[config.mk]
export PLATFORM = sky130hd
export DESIGN_NAME = bin2bcd_display_feed
export DESIGN_NICKNAME = d
export VERILOG_FILES = /design/src/rtl/bin2bcd_display_feed.sv
export SDC_FILE = /design/constraint.sdc
export NUM_CORES = 1
export LEC_CHECK = 0
export BUFFER_PORTS_ARGS = -buffer_cell sky130_fd_sc_hd__buf_4
export CAP_MARGIN = 10
export CORE_AREA = 3 3 60 117
export CTS_CLUSTER_DIAMETER = 150
export CTS_CLUSTER_SIZE = 25
export DETAILED_ROUTE_END_ITERATION = 7
export DIE_AREA = 0 0 63 120
export GPL_ROUTABILITY_DRIVEN = 0
export PLACE_DENSITY = 0.81
export SLEW_MARGIN = 30
export SYNTH_ARGS = -nofsm -noshare
export SYNTH_HDL_FRONTEND = slang
export SYNTH_SLANG_ARGS = --single-unit
[constraint.sdc]
create_clock -name CLK_in -period 3.15 [get_ports CLK_in]
set_clock_uncertainty 0.1 [all_clocks]
set_input_delay 0.315 -clock CLK_in [delete_from_list [all_inputs] [get_ports CLK_in]]
set_output_delay 0.315 -clock CLK_in [all_outputs]
set_load 0.05 [all_outputs]
[src/rtl/bin2bcd_display_feed.sv]
// Serial double-dabble converter feeding the seven-segment driver.
// Self-triggers whenever the input differs from the last converted value.
module bin2bcd_display_feed #(
  parameter int WIDTH  = 16,
  parameter int DIGITS = 5
) (
  input  logic                CLK_in,
  input  logic                Reset,
  input  logic [WIDTH-1:0]    Value,
  output logic [4*DIGITS-1:0] Bcd,
  output logic [DIGITS-1:0]   Digit_en,
  output logic                Busy,
  output logic                Done
);

  localparam int SW = 4 * DIGITS;
  localparam int CW = (WIDTH > 1) ? $clog2(WIDTH) : 1;

  typedef enum logic [1:0] {
    IDLE,
    SHIFT,
    DONE
  } state_t;

  state_t            state_q;
  state_t            state_d;
  logic [WIDTH-1:0]  last_value;
  logic [WIDTH-1:0]  bin;
  logic [SW-1:0]     scratch;
  logic [SW-1:0]     adj;
  logic [CW-1:0]     count;
  logic [DIGITS-1:0] en_d;
  logic              start;
  logic              last_shift;
  logic              seen;

  assign start      = (Value != last_value);
  assign last_shift = (count == CW'(WIDTH - 1));
  assign Busy       = (state_q != IDLE);

  always_comb begin
    adj = scratch;
    for (int i = 0; i < DIGITS; i++) begin
      if (scratch[4*i +: 4] >= 4'd5)
        adj[4*i +: 4] = scratch[4*i +: 4] + 4'd3;
    end
  end

  // Leading-zero mask: a digit shows if it or any higher digit is nonzero.
  always_comb begin
    en_d = '0;
    seen = 1'b0;
    for (int i = DIGITS - 1; i >= 0; i--) begin
      seen    = seen | (scratch[4*i +: 4] != 4'd0);
      en_d[i] = seen;
    end
    en_d[0] = 1'b1;
  end

  always_comb begin
    state_d = state_q;
    unique case (state_q)
      IDLE:    if (start) state_d = SHIFT;
      SHIFT:   if (last_shift) state_d = DONE;
      DONE:    state_d = IDLE;
      default: state_d = IDLE;
    endcase
  end

  always_ff @(posedge CLK_in) begin
    if (Reset)
      state_q <= IDLE;
    else
      state_q <= state_d;
  end

  always_ff @(posedge CLK_in) begin
    if (Reset) begin
      last_value <= '0;
      bin        <= '0;
      scratch    <= '0;
      count      <= '0;
      Bcd        <= '0;
      Digit_en   <= DIGITS'(1);
      Done       <= 1'b0;
    end else begin
      Done <= 1'b0;
      unique case (state_q)
        IDLE: begin
          if (start) begin
            bin        <= Value;
            last_value <= Value;
            scratch    <= '0;
            count      <= '0;
          end
        end
        SHIFT: begin
          // Top adjusted bit is always zero given enough digits.
          scratch <= SW'({adj, bin[WIDTH-1]});
          bin     <= bin << 1;
          count   <= count + 1'b1;
        end
        DONE: begin
          Bcd      <= scratch;
          Digit_en <= en_d;
          Done     <= 1'b1;
        end
        default: ;
      endcase
    end
  end

endmodule

==> run metrics <==
status=finished, final reports clean; initial antenna violation count=0; die area=7560 sq um; share of flip-flops with an asynchronous set or reset=0%; first-pass iteration count of the detailed router=4; Setup CP Type=reg2reg; actual slew at the worst max-slew pin=0.7553 ns; Synth cell types=41; Worst Path Arrival=2.42 ns; area delta synth->final=17.13%; Vias=3,317; Ports=45; Final Hold Vio Count=0; worst hold path class=in2reg; Final ANT Viol Nets=0; number of CTS-inserted buffers=9; RSZ-0062 raised after global routing=false; Yosys reg bits=83; WL final=8.609 mm; final hold slack=0.1608 ns; Power Dens Cells=523.8 nW/um^2; share of the synthesized area in the top cell type=44.09%; first-pass GRT wire length=14.41 mm; clock sink total=83; main flop type after synthesis=dfxtp_1; vias in the first global route=3,184; commonest non-fill, non-tap cell in the layout=dfxtp_1; Yosys top cell by area=dfxtp_1; # DRC=0; vias per cell=5.840; Max H-tree Level=3; die width=63 microns; CP cell instances=xor2_1, nor4_1, nand4_1, nand2_1, o221a_1; CP peak stage delay=0.62 ns; clock root buffer=clkbuf_16; final worst path period need=2.246 ns; gr ovfl total=0; Wirelength per Cell=15.16 microns; Syn. warnings=0; final slew viol count=0; Startpoint Class=flop; fin area=4414 sq um; Max Cap Viol=0; Rel. slew slack=49.52%; top cells by area, synth=dfxtp_1 (44%), a21oi_1 (7.0%), ha_1 (5.0%), nand2_1 (4.7%), nand3_1 (4.5%); # setup viols final=0; GRT Overall Usage=23.86%; Post-DP HPWL=5.747 mm; Cell Rows=41; TritonCTS clock tree=built; Clock Path Buffers=2; commonest cells after routing, fill and taps aside=dfxtp_1 (83), a21oi_1 (53), buf_4 (52); Final Non-Filler Cells=568; # port buffers=43; Placed Instances=552; Worst Path Required=3.32 ns; VDD IR max=0.4746 mV; FMAX=445.2 MHz; slowest cell on the critical path=nand2_1; Worst-Skew Late Latency=0.33 ns; Seq/Total Area, Yosys=44.09%; Clk pin slew, worst setup/hold paths=0.06 ns; leakage=1.754 nW; dpl cell area=4116 sq um; Starting Density=59.73%; Chip Height=120 microns; total setup buffers inserted after CTS=0; n_diodes=0; fin crit share=71.31%; Final nets=510; number of flops mapped to enable cells by yosys=0; Avg Cell Area, Syn=8.431 sq um; Mapped Area=3769 sq um; cts hold-fix bufs=0; share of cells above drive strength 1=15.35%; Post-Syn Instances=447; setup tns final=0 ns; Post-Syn Nets=480; Worst setup EP type=flop; 1st-iter DRT viols=187; PostCTS Resize Cnt=0; core outline area=6310 sq um; largest net degree at the start of global routing=49; CP Max Fanout=20
-- flip-flops by register name, indices dropped and copies added (netlist names) --
name / cells
state_q: 2
scratch: 20
Bcd: 20
bin: 16
count: 4
Digit_en: 4
last_value: 16
Done: 1
-- per-stage QoR --
stage / setup WS (ns) / util, % / power, W
floorplan: 1.382 / - / 0.001265
global placement: 0.7961 / 65.24 / 0.001318
detailed placement: 0.7820 / 65.24 / 0.001324
CTS: 0.8827 / 69.88 / 0.002320
global route: 0.7744 / 69.96 / 0.002397
finish: 0.9037 / 69.96 / 0.002312
-- logic make-up after synthesis --
logic type	after synthesis	synth area share, %
and+or+nand+nor	158	19.92
other	1	0.09951
DFF	83	44.09
xor gates and xnor gates	23	5.345
adders and majority gates	15	4.980
buffers and inverters	45	5.179
AOI/OAI and AO/OA	122	20.39
-- per-layer routing --
metal	vias to the layer above	wire length (microns)	GRT usage, %
li1	1642	-	-
met1	1575	3242	24.06
met2	75	4811	44.21
met3	25	310	4.307
met4	0	245	14.25
met5	-	0	0
-- critical path: cells and delay by family, from the launching register on --
family | cells | cell delay (ns)
DFF | 1 | 0.31
xor gates and xnor gates | 1 | 0.15
AOI/OAI and AO/OA | 1 | 0.30
and+or+nand+nor | 3 | 1.32
-- area by class of cell --
cell class / instances / area, sq um
Inverter: 12 / 45.04
Tap cell: 86 / 107.6
Multi-Input combinational cell: 319 / 1917
Sequential cell: 83 / 1662
Fill cell: 505 / 1896
Clock inverter: 1 / 5.005
Timing Repair Buffer: 52 / 390.4
Clock buffer: 15 / 287.8
-- cells in the mapped netlist, drive strengths merged (2+ instances only) --
| cell type | number |
|---|---|
| a41o | 4 |
| xor2 | 18 |
| o22ai | 11 |
| buf | 10 |
| a21oi | 53 |
| a31oi | 5 |
| nor3b | 3 |
| dfxtp | 83 |
| nor2 | 43 |
| ha | 15 |
| o221a | 15 |
| nand3 | 34 |
| nor3 | 6 |
| nor4 | 9 |
| o21ai | 28 |
| inv | 12 |
| nand2b | 7 |
| xnor2 | 5 |
| clkbuf | 23 |
| nor2b | 2 |
| nand2 | 47 |
| nand4 | 3 |
-- path summary, 6_finish.rpt --
kind                                     from  depth (start not counted)  slack, ns       endpoint
worst max-delay path            last_value[9]                          5       0.90        bin[15]
worst min register to register        Bcd[11]                          2       0.35        Bcd[11]
worst min-delay path                 Value[9]                          3       0.16  last_value[9]
worst max register to register  last_value[9]                          5       0.90        bin[15]
-- power breakdown --
| group | switching, W | internal [W] | leakage (nW) |
|---|---|---|---|
| combinational | 0.000125 | 0.0000722 | 0.932 |
| sequential | 0.0000227 | 0.00109 | 0.676 |
| clock | 0.000388 | 0.000619 | 0.146 |
| total | 0.000535 | 0.00178 | 1.75 |
(Power assumes the default switching activity.)
